===== config.mk =====
export PLATFORM = sky130hd
export DESIGN_NAME = cordic_vector_iter
export DESIGN_NICKNAME = d
export VERILOG_FILES = /design/src/rtl/cordic_pkg.sv /design/src/rtl/cordic_atan_rom.sv /design/src/rtl/cordic_vector_iter.sv
export SDC_FILE = /design/constraint.sdc
export NUM_CORES = 1
export LEC_CHECK = 0
export ABC_AREA = 1
export ABC_CLOCK_PERIOD_IN_PS = 7100
export CAP_MARGIN = 20
export CORE_UTILIZATION = 30
export DETAILED_ROUTE_END_ITERATION = 16
export GPL_TIMING_DRIVEN = 0
export HOLD_SLACK_MARGIN = 0.02
export PLACE_DENSITY_LB_ADDON = 0.2
export SETUP_SLACK_MARGIN = 0.02
export SYNTH_ARGS = -nofsm -noshare
export SYNTH_HDL_FRONTEND = slang
export SYNTH_SLANG_ARGS = --single-unit

===== constraint.sdc =====
create_clock -name clk -period 7.1 [get_ports clk]
set_input_delay 0.71 -clock clk [delete_from_list [all_inputs] [get_ports clk]]
set_output_delay 0.71 -clock clk [all_outputs]
set_load 0.01 [all_outputs]

===== src/rtl/cordic_pkg.sv =====
// Shared CORDIC definitions: FSM encoding, angle constants, atan table and gain.
package cordic_pkg;

  typedef enum logic [1:0] {
    IDLE = 2'd0,
    ITER = 2'd1,
    DONE = 2'd2
  } state_t;

  // Gain of an unbounded vectoring chain; downstream scaling divides by this.
  localparam real K_GAIN = 1.6467602581210654;

  // Quarter turn (pi/2) in a binary angle of the given width.
  function automatic logic [63:0] quarter(input int unsigned aw);
    return 64'd1 << (aw - 2);
  endfunction

  // atan(2^-i) with 2^31 LSB = pi, rounded.
  function automatic logic [31:0] atan_q31(input int unsigned i);
    case (i)
      0:  return 32'd536870912;
      1:  return 32'd316933406;
      2:  return 32'd167458907;
      3:  return 32'd85004756;
      4:  return 32'd42667331;
      5:  return 32'd21354465;
      6:  return 32'd10679838;
      7:  return 32'd5340245;
      8:  return 32'd2670163;
      9:  return 32'd1335087;
      10: return 32'd667544;
      11: return 32'd333772;
      12: return 32'd166886;
      13: return 32'd83443;
      14: return 32'd41722;
      15: return 32'd20861;
      16: return 32'd10430;
      17: return 32'd5215;
      18: return 32'd2608;
      19: return 32'd1304;
      20: return 32'd652;
      21: return 32'd326;
      22: return 32'd163;
      23: return 32'd81;
      24: return 32'd41;
      25: return 32'd20;
      26: return 32'd10;
      27: return 32'd5;
      28: return 32'd3;
      29: return 32'd1;
      30: return 32'd1;
      default: return 32'd0;
    endcase
  endfunction

  // Rescale the Q31 table to an aw-bit binary angle (aw <= 32) with rounding.
  function automatic logic [63:0] atan_val(input int unsigned i, input int unsigned aw);
    logic [63:0] v;
    v = {32'd0, atan_q31(i)};
    if (aw >= 32) return v;
    return (v + (64'd1 << (31 - aw))) >> (32 - aw);
  endfunction

endpackage


===== src/rtl/cordic_atan_rom.sv =====
// Combinational micro-rotation angle lookup: i -> ATAN[i].
module cordic_atan_rom
  import cordic_pkg::*;
#(
  parameter int ANGLE_WIDTH = 16,
  parameter int ITERATIONS  = 15,
  parameter int IDX_W       = 5
) (
  input  logic [IDX_W-1:0]       i_idx,
  output logic [ANGLE_WIDTH-1:0] o_atan
);

  always_comb begin
    o_atan = '0;
    for (int k = 0; k < ITERATIONS; k++) begin
      if (i_idx == IDX_W'(k)) o_atan = ANGLE_WIDTH'(atan_val(k, ANGLE_WIDTH));
    end
  end

endmodule


===== src/rtl/cordic_vector_iter.sv =====
// Iterative CORDIC vectoring engine: one micro-rotation per clock, returns
// uncompensated magnitude and binary angle atan2(y, x).
module cordic_vector_iter
  import cordic_pkg::*;
#(
  parameter int WORD_WIDTH  = 16,
  parameter int ANGLE_WIDTH = 16,
  parameter int ITERATIONS  = 15
) (
  input  logic                   clk,
  input  logic                   rst,
  input  logic [WORD_WIDTH-1:0]  x_in,
  input  logic [WORD_WIDTH-1:0]  y_in,
  input  logic                   in_valid,
  output logic                   in_ready,
  output logic [WORD_WIDTH+1:0]  mag_out,
  output logic [ANGLE_WIDTH-1:0] angle_out,
  output logic                   out_valid,
  input  logic                   out_ready
);

  localparam int DW = WORD_WIDTH + 2;
  localparam int CW = $clog2(WORD_WIDTH + 1);
  localparam logic [CW-1:0] LAST = CW'(ITERATIONS - 1);
  localparam logic signed [ANGLE_WIDTH-1:0] QUARTER = ANGLE_WIDTH'(quarter(ANGLE_WIDTH));

  state_t r_state, w_next;

  logic signed [DW-1:0]          r_x, r_y;
  logic signed [ANGLE_WIDTH-1:0] r_z;
  logic [CW-1:0]                 r_i;
  logic [DW-1:0]                 r_mag;
  logic [ANGLE_WIDTH-1:0]        r_ang;

  logic signed [DW-1:0]          w_xin, w_yin, w_xn, w_yn;
  logic signed [ANGLE_WIDTH-1:0] w_zn;
  logic [ANGLE_WIDTH-1:0]        w_atan;
  logic                          w_accept, w_last;

  cordic_atan_rom #(
    .ANGLE_WIDTH(ANGLE_WIDTH),
    .ITERATIONS (ITERATIONS),
    .IDX_W      (CW)
  ) u_rom (
    .i_idx (r_i),
    .o_atan(w_atan)
  );

  // Widen before negating so -2^(WORD_WIDTH-1) survives the pre-rotation.
  assign w_xin    = DW'($signed(x_in));
  assign w_yin    = DW'($signed(y_in));
  assign w_accept = in_valid & in_ready;
  assign w_last   = (r_i == LAST);

  always_comb begin
    if (!r_y[DW-1]) begin
      w_xn = r_x + (r_y >>> r_i);
      w_yn = r_y - (r_x >>> r_i);
      w_zn = r_z + $signed(w_atan);
    end else begin
      w_xn = r_x - (r_y >>> r_i);
      w_yn = r_y + (r_x >>> r_i);
      w_zn = r_z - $signed(w_atan);
    end
  end

  always_ff @(posedge clk) begin
    if (!rst) r_state <= IDLE;
    else      r_state <= w_next;
  end

  always_comb begin
    w_next = r_state;
    case (r_state)
      IDLE:    if (w_accept) w_next = ITER;
      ITER:    if (w_last) w_next = DONE;
      DONE:    if (out_ready) w_next = IDLE;
      default: w_next = IDLE;
    endcase
  end

  always_comb begin
    in_ready  = (r_state == IDLE);
    out_valid = (r_state == DONE);
  end

  always_ff @(posedge clk) begin
    if (!rst) begin
      r_x   <= '0;
      r_y   <= '0;
      r_z   <= '0;
      r_i   <= '0;
      r_mag <= '0;
      r_ang <= '0;
    end else begin
      case (r_state)
        IDLE: if (w_accept) begin
          r_i <= '0;
          if (!x_in[WORD_WIDTH-1]) begin
            r_x <= w_xin;
            r_y <= w_yin;
            r_z <= '0;
          end else if (!y_in[WORD_WIDTH-1]) begin
            r_x <= w_yin;
            r_y <= -w_xin;
            r_z <= QUARTER;
          end else begin
            r_x <= -w_yin;
            r_y <= w_xin;
            r_z <= -QUARTER;
          end
        end
        ITER: begin
          r_x <= w_xn;
          r_y <= w_yn;
          r_z <= w_zn;
          r_i <= r_i + 1'b1;
          if (w_last) begin
            r_mag <= w_xn;
            r_ang <= w_zn;
          end
        end
        default: ;
      endcase
    end
  end

  assign mag_out   = r_mag;
  assign angle_out = r_ang;

endmodule


==> flow_metrics.tcl <==
set metrics [dict create \
    holdPathStages 2 \
    critPathMaxFanout 11 \
    vias 11500 \
    synthXorXnorAreaFrac_pct 6.78 \
    fp.dieW_um 184 \
    ys_seq_area_share_pct 18.7 \
    io_pins 72 \
    relSlewSlack_pct 31.6 \
    fin_worst_skew_ns 0.00933 \
    synthFlopType "dfxtp_1" \
    synth_top_family_by_area "simple AND/OR/NAND/NOR gates" \
    place_congestion 0.946 \
    fmax_ghz 0.184 \
    dieHeight_um 184 \
    cts_setup_buffers 0 \
    synth_area_um2 9950 \
    synthTopCellsByArea "dfxtp_1 (19%), nand2_1 (18%), nand3_1 (8.9%)" \
    ys_async_sr_fraction_pct 0 \
    worstPathArrival_ns 5.71 \
    die_area_um2 33900 \
    clk_latency_ns 0.38 \
    tns_ns 0 \
    powerDensity_nw_per_um2 285 \
    outcome "finished clean" \
    synthCells 1681 \
    synthTopCellsByCount "nand2_1 (483), nand3_1 (177), inv_1 (147), a21oi_1 (140), nor2_1 (133)" \
    h-tree-depth 3 \
    synthSimpleGateAreaFrac_pct 37.0 \
    synth_largest_area_cell "dfxtp_1" \
    grt_pass1_vias 10700 \
    reg2reg_depth 24 \
    drt_iter0_drc 1081 \
    wl_per_cell_um 19.0 \
    post-place-ws_ns 1.88 \
    synth_top_area_share_pct 18.7 \
    antenna_left 0 \
    synth_most_common_cell "nand2_1" \
    rrSetupSlack_ns 1.67 \
    regToRegEndpoint "mag_out[17]$_SDFFE_PN0P_" \
    grt_usage_pct 25.2 \
    hold_path_end "angle_out[9]$_SDFFE_PN0P_" \
    fin_ws_ns 1.67 \
    antenna_cells 0 \
    synth-edff-count 0 \
    first_pass_iters 7 \
    min_path_type "reg -> reg" \
    crit_required_ns 7.39 \
    stdcell_area_um2 11500 \
    finalCritPeriodShare_pct 76.4 \
    num_rows 66 \
    post_cts_resize_count 0 \
    globalRouteOverflowTotal 0 \
    crit_type "reg -> reg" \
    n_fill_cell 3639 \
    cts_num_sinks 93 \
    worst_pin_slew_ns 1.01 \
    start_util_pct 30.5 \
    yosysUniqueCellTypes 51 \
    maxSlewViolCount 0 \
    hold_buffers 0 \
    ir_drop_v 0.000261 \
    numCtsBuffers 9 \
    synth_compound_area_share_pct 19.4 \
    power_uw 3280 \
    setup_viol 0 \
    cts_root_buffer "clkbuf_16" \
    syn-num-nets 1778 \
    layout.nets 1859 \
    io_buffers 70 \
    syn_area_per_cell_um2 5.92 \
    core_um2 32600 \
    yosys_warnings 0 \
    tritoncts "done" \
    max_cap_violations 0 \
    drive_gt1_share_pct 6.11 \
    muxShareOfSynthArea_pct 0 \
    period_minus_slack_ns 5.43 \
    antenna_found_initial 0 \
    remaining_drc_errors 0 \
    synthAdderAreaFrac_pct 7.89 \
    crit_path_end_kind "flop" \
    startpoint_type "flop" \
    drt-vias-per-instance 5.20 \
    min_from "angle_out[9]$_SDFFE_PN0P_" \
    leakagePower_uw 0.00550 \
    path_clk_slew_ns 0.08 \
    finalWirelength_um 42000 \
    grt_max_degree 21 \
    grt_pass1_wl_um 64100 \
    timing_hold_violations_final 0 \
    area_growth_pct 15.7 \
    placed_area_um2 11200 \
    timing.rr.start "r_i[0]$_SDFFE_PN0P_" \
    clockBufferDepth 2 \
    timing.hold.ws_ns 0.468 \
    ys_seq_elements 93 \
    dp_hpwl_um 33900 \
    rsz0062_at_grt "no" \
]
-- layout make-up --
type / instances / area, um^2 / share of cell area, %
Timing Repair Buffer: 70 / 701 / 6.08
Clock buffer: 9 / 225 / 1.96
Inverter: 171 / 648 / 5.63
Multi-Input combinational cell: 1342 / 7070 / 61.4
Clock inverter: 7 / 83.8 / 0.728
Buffer: 75 / 369 / 3.21
Tap cell: 442 / 553 / 4.80
Sequential cell: 93 / 1860 / 16.2
-- state kept, by name, indices dropped and copies added, names as in the netlist --
register   cells
mag_out       18
r_x           18
r_y           18
angle_out     16
r_z           16
r_i            5
r_state        2
-- worst max-delay path: stages, from the launching register on --
cell,delay [ns]
dfxtp_1,0.38
inv_2,0.18
buf_2,0.35
nand2_1,0.12
nand3_1,0.12
nand3_1,0.12
nand2_1,0.11
nand2_1,0.05
nand2_1,0.06
nand2_1,0.17
ha_1,0.26
and3_1,0.23
nand3_1,0.13
o21ai_0,0.11
o21ai_0,0.67
ha_1,0.27
nand2_1,0.11
nor3_1,0.31
nand2_1,0.11
o311ai_0,0.84
nand3_1,0.20
nand2_1,0.22
nand2_1,0.10
nand2_1,0.08
inv_1,0.04
-- layout by cell type, fill, tap and decap left out, types with 16 or more instances in the layout --
master           synthesis  routed
a21oi_1                140     140
buf_2                   16      16
clkbuf_1                35      35
clkdlybuf4s50_1          0      70
dfxtp_1                 93      93
ha_1                    58      58
inv_1                  147     147
inv_2                   16      16
nand2_1                483     483
nand3_1                177     177
nor2_1                 133     133
nor3_1                  23      23
o211ai_1                29      29
o21ai_0                 98      98
xnor2_1                 22      22
xor2_1                  55      55
-- stage by stage --
step | instances | util [%]
3_3_place_gp | 2193 | 34.4
4_1_cts | 2209 | 35.3
2_1_floorplan | 1681 | -
5_1_grt | 2209 | 35.3
6_report | 2209 | 35.3
3_5_place_dp | 2193 | 34.4
-- power by group --
group / internal, uW / switching (uW)
clock network: 255 / 272
registers: 580 / 70.0
logic: 689 / 1410
total: 1520 / 1760
-- how the worst max path moves through the flow --
stage | from | to | slack [ns] | cells after the start
floorplan | r_i[1]$_SDFFE_PN0P_ | angle_out[13]$_SDFFE_PN0P_ | 3.08 | 30
global placement | r_i[0]$_SDFFE_PN0P_ | mag_out[17]$_SDFFE_PN0P_ | 1.87 | 24
detailed placement | r_i[0]$_SDFFE_PN0P_ | r_z[13]$_SDFFE_PN0P_ | 1.88 | 27
CTS | r_i[0]$_SDFFE_PN0P_ | r_z[13]$_SDFFE_PN0P_ | 1.85 | 27
global route | r_i[0]$_SDFFE_PN0P_ | r_z[13]$_SDFFE_PN0P_ | 1.35 | 27
finish | r_i[0]$_SDFFE_PN0P_ | mag_out[17]$_SDFFE_PN0P_ | 1.67 | 24
-- metal layers --
layer	up-vias	global-route usage, %	routed length (um)
li1	5733	-	-
met1	5348	35.9	20200
met2	361	40.2	18700
met3	40	1.92	2300
met4	0	7.47	782
met5	-	0	0
-- logic make-up after synthesis --
group / count (synthesis)
fa+ha+maj: 61
compound gates: 339
xor+xnor: 77
buf+inv: 246
flops: 93
simple gates: 865
(Power assumes the default switching activity.)
==> edit: new RTL, config.mk and constraints unchanged <==
`ANGLE_WIDTH` is set to 16 in 2 places; all go to 14.
--- a/src/rtl/cordic_atan_rom.sv
+++ b/src/rtl/cordic_atan_rom.sv
@@ -3,5 +3,5 @@
   import cordic_pkg::*;
 #(
-  parameter int ANGLE_WIDTH = 16,
+  parameter int ANGLE_WIDTH = 14,
   parameter int ITERATIONS  = 15,
   parameter int IDX_W       = 5
--- a/src/rtl/cordic_vector_iter.sv
+++ b/src/rtl/cordic_vector_iter.sv
@@ -5,5 +5,5 @@
 #(
   parameter int WORD_WIDTH  = 16,
-  parameter int ANGLE_WIDTH = 16,
+  parameter int ANGLE_WIDTH = 14,
   parameter int ITERATIONS  = 15
 ) (
Interface: changed (resized angle_out); port bits go from 72 to 70. No check against the original RTL was run, so the function may have changed too.
==> edit against the original RTL <==
Setup slack improved by 0.71 ns; area after synthesis is 2.0% lower; non-clock buffer count shrank 5; clock power shrank 2%; sequential cell count is 4 lower; routed wire length is 5.9% lower; total power down 6.8%; first-iteration DRC count is 1.5% lower; via count fell by 2.9%; clock skew up 0.0034 ns; final area down 2.0%; count of clock-buffer cells in the layout did not move; critical endpoint is now r_y[17]; largest cell class unchanged.
==> edit: results (changes against the original RTL) <==
| Metric | Value |
|---|---|
| Worst setup margin | `2.39 ns (+0.713 ns)` |
| Buffers on Ports | `68 (-2.9%)` |
| 1st-iter DRT viols | `1065 (-1.5%)` |
| Mapped Cells | `1631 (-3.0%)` |
| Met1 Resource Use GR | `34.2% (-1.8 points)` |
| Switch Pwr | `0.00157 W (-10%)` |
| FF-to-FF Start | `r_i[2]` |
| Worst hold slack | `0.465 ns (-0.00288 ns)` |
| Crit Path Max Fanout | `10 (-1)` |
| Synthesized net count | `1726 (-2.9%)` |
| FF-to-FF End | `r_y[17]` |
| WL met3 | `2360 um (+2.3%)` |
| Drt total wl | `39500 um (-5.9%)` |
| N_diodes | `0 (unchanged)` |
| CTS root buf | `clkbuf_16` |
| Maximum vdd drop | `0.128 mV (-51%)` |
| DRT met1 WL | `19100 um (-5.4%)` |
| Clock latency reported for the late side of the worst-skew pair | `0.36 ns (-0.02 ns)` |
| Layout cell share with drive strength beyond 1 | `7.11% (+1.0 points)` |
| Post-synthesis sequential area ratio | `18.3% (-0.44 points)` |
| Worst-path clk slew | `0.07 ns` |
| Met3 GRT Util | `3.19% (+1.3 points)` |
| Outcome | `completed` |
| Final weighted congestion in routability-driven placement | `0.943 (-0.34%)` |
| Hold_sp | `angle_out[2]` |
| Vias in the first global route | `10400 (-2.9%)` |
| Commonest cells post-synth | `nand2_1, nand3_1, inv_1, a21oi_1, nor2_1` |
| Cells after DPL | `2134 (-2.7%)` |
| Layout Skew | `0.0127 ns (+0.00340 ns)` |
| Synth top area cells | `nand2_1, dfxtp_1, nand3_1` |
| Final Non-Filler Cells | `2150 (-2.7%)` |
| Sequential logic power | `0.000627 W (-3.5%)` |
| First-pass GRT wire length | `61200 um (-4.5%)` |
| Largest net degree at the start of global routing | `18 (-14%)` |
| Worst Max-Slew Pin Slew | `0.955 ns (-0.0580 ns)` |
| Fin nets | `1805 (-2.9%)` |
| Met2 routed WL | `17000 um (-9.4%)` |
| Clock net power | `0.000517 W (-2%)` |
| Global-route track usage on met2 | `37.5% (-2.8 points)` |
| Via Count | `11100 (-2.9%)` |
| Gr usage total | `24.1% (-1.1 points)` |
| Hold Crit Endpoint | `angle_out[2]` |
| Post-synthesis cell type count | `52 (+2.0%)` |
| FILL cells | `3580 (-1.6%)` |
[edit: cell count changes after synthesis, sizes merged, moves of 4 or more]
| cell | delta |
|---|---|
| a21oi | -12 |
| o21ai | -10 |
| nor3 | -9 |
| xnor2 | +8 |
| xor2 | -8 |
| nor2 | -7 |
| nand3 | +6 |
| o211ai | +6 |
| o221ai | -6 |
| inv | -5 |
| dfxtp | -4 |
| nand3b | +4 |
[edit: cell type report]
| cell class | instances | area (um^2) | share of cell area [%] |
|---|---|---|---|
| tap | 435 | 544 | 4.82 |
| multi-input combinational | 1307 | 6940 | 61.5 |
| sequential | 89 | 1780 | 15.8 |
| clock buffer | 9 | 225 | 1.99 |
| timing repair buffer | 68 | 681 | 6.03 |
| clock inverter | 7 | 83.8 | 0.742 |
| buffer | 72 | 407 | 3.60 |
| inverter | 163 | 626 | 5.54 |
[edit: worst max-delay path, stage by stage, from the launching register on]
cell	delay, ns
dfxtp_1	0.35
inv_2	0.19
nand2_4	0.15
inv_4	0.14
buf_4	0.23
nand3_1	0.17
nand2_1	0.09
nand2_1	0.06
nand3_2	0.10
ha_1	0.17
nand3_1	0.12
nor2_2	0.17
nand2_2	0.10
nor2_1	0.10
nand4_1	0.08
nand2_1	0.08
xor2_1	0.27
ha_1	0.20
inv_1	0.07
nor3_1	0.32
nand2_1	0.09
o311ai_0	0.84
nand3_1	0.16
nand3_1	0.20
a21oi_1	0.09
[edit: kinds of logic after synthesis]
logic type	count (synthesis)	synth area share, %
adders and majority gates	59	7.80
DFF	89	18.3
xor gates and xnor gates	77	6.91
AOI/OAI and AO/OA	314	18.3
buffers and inverters	235	10.6
and+or+nand+nor	857	38.2
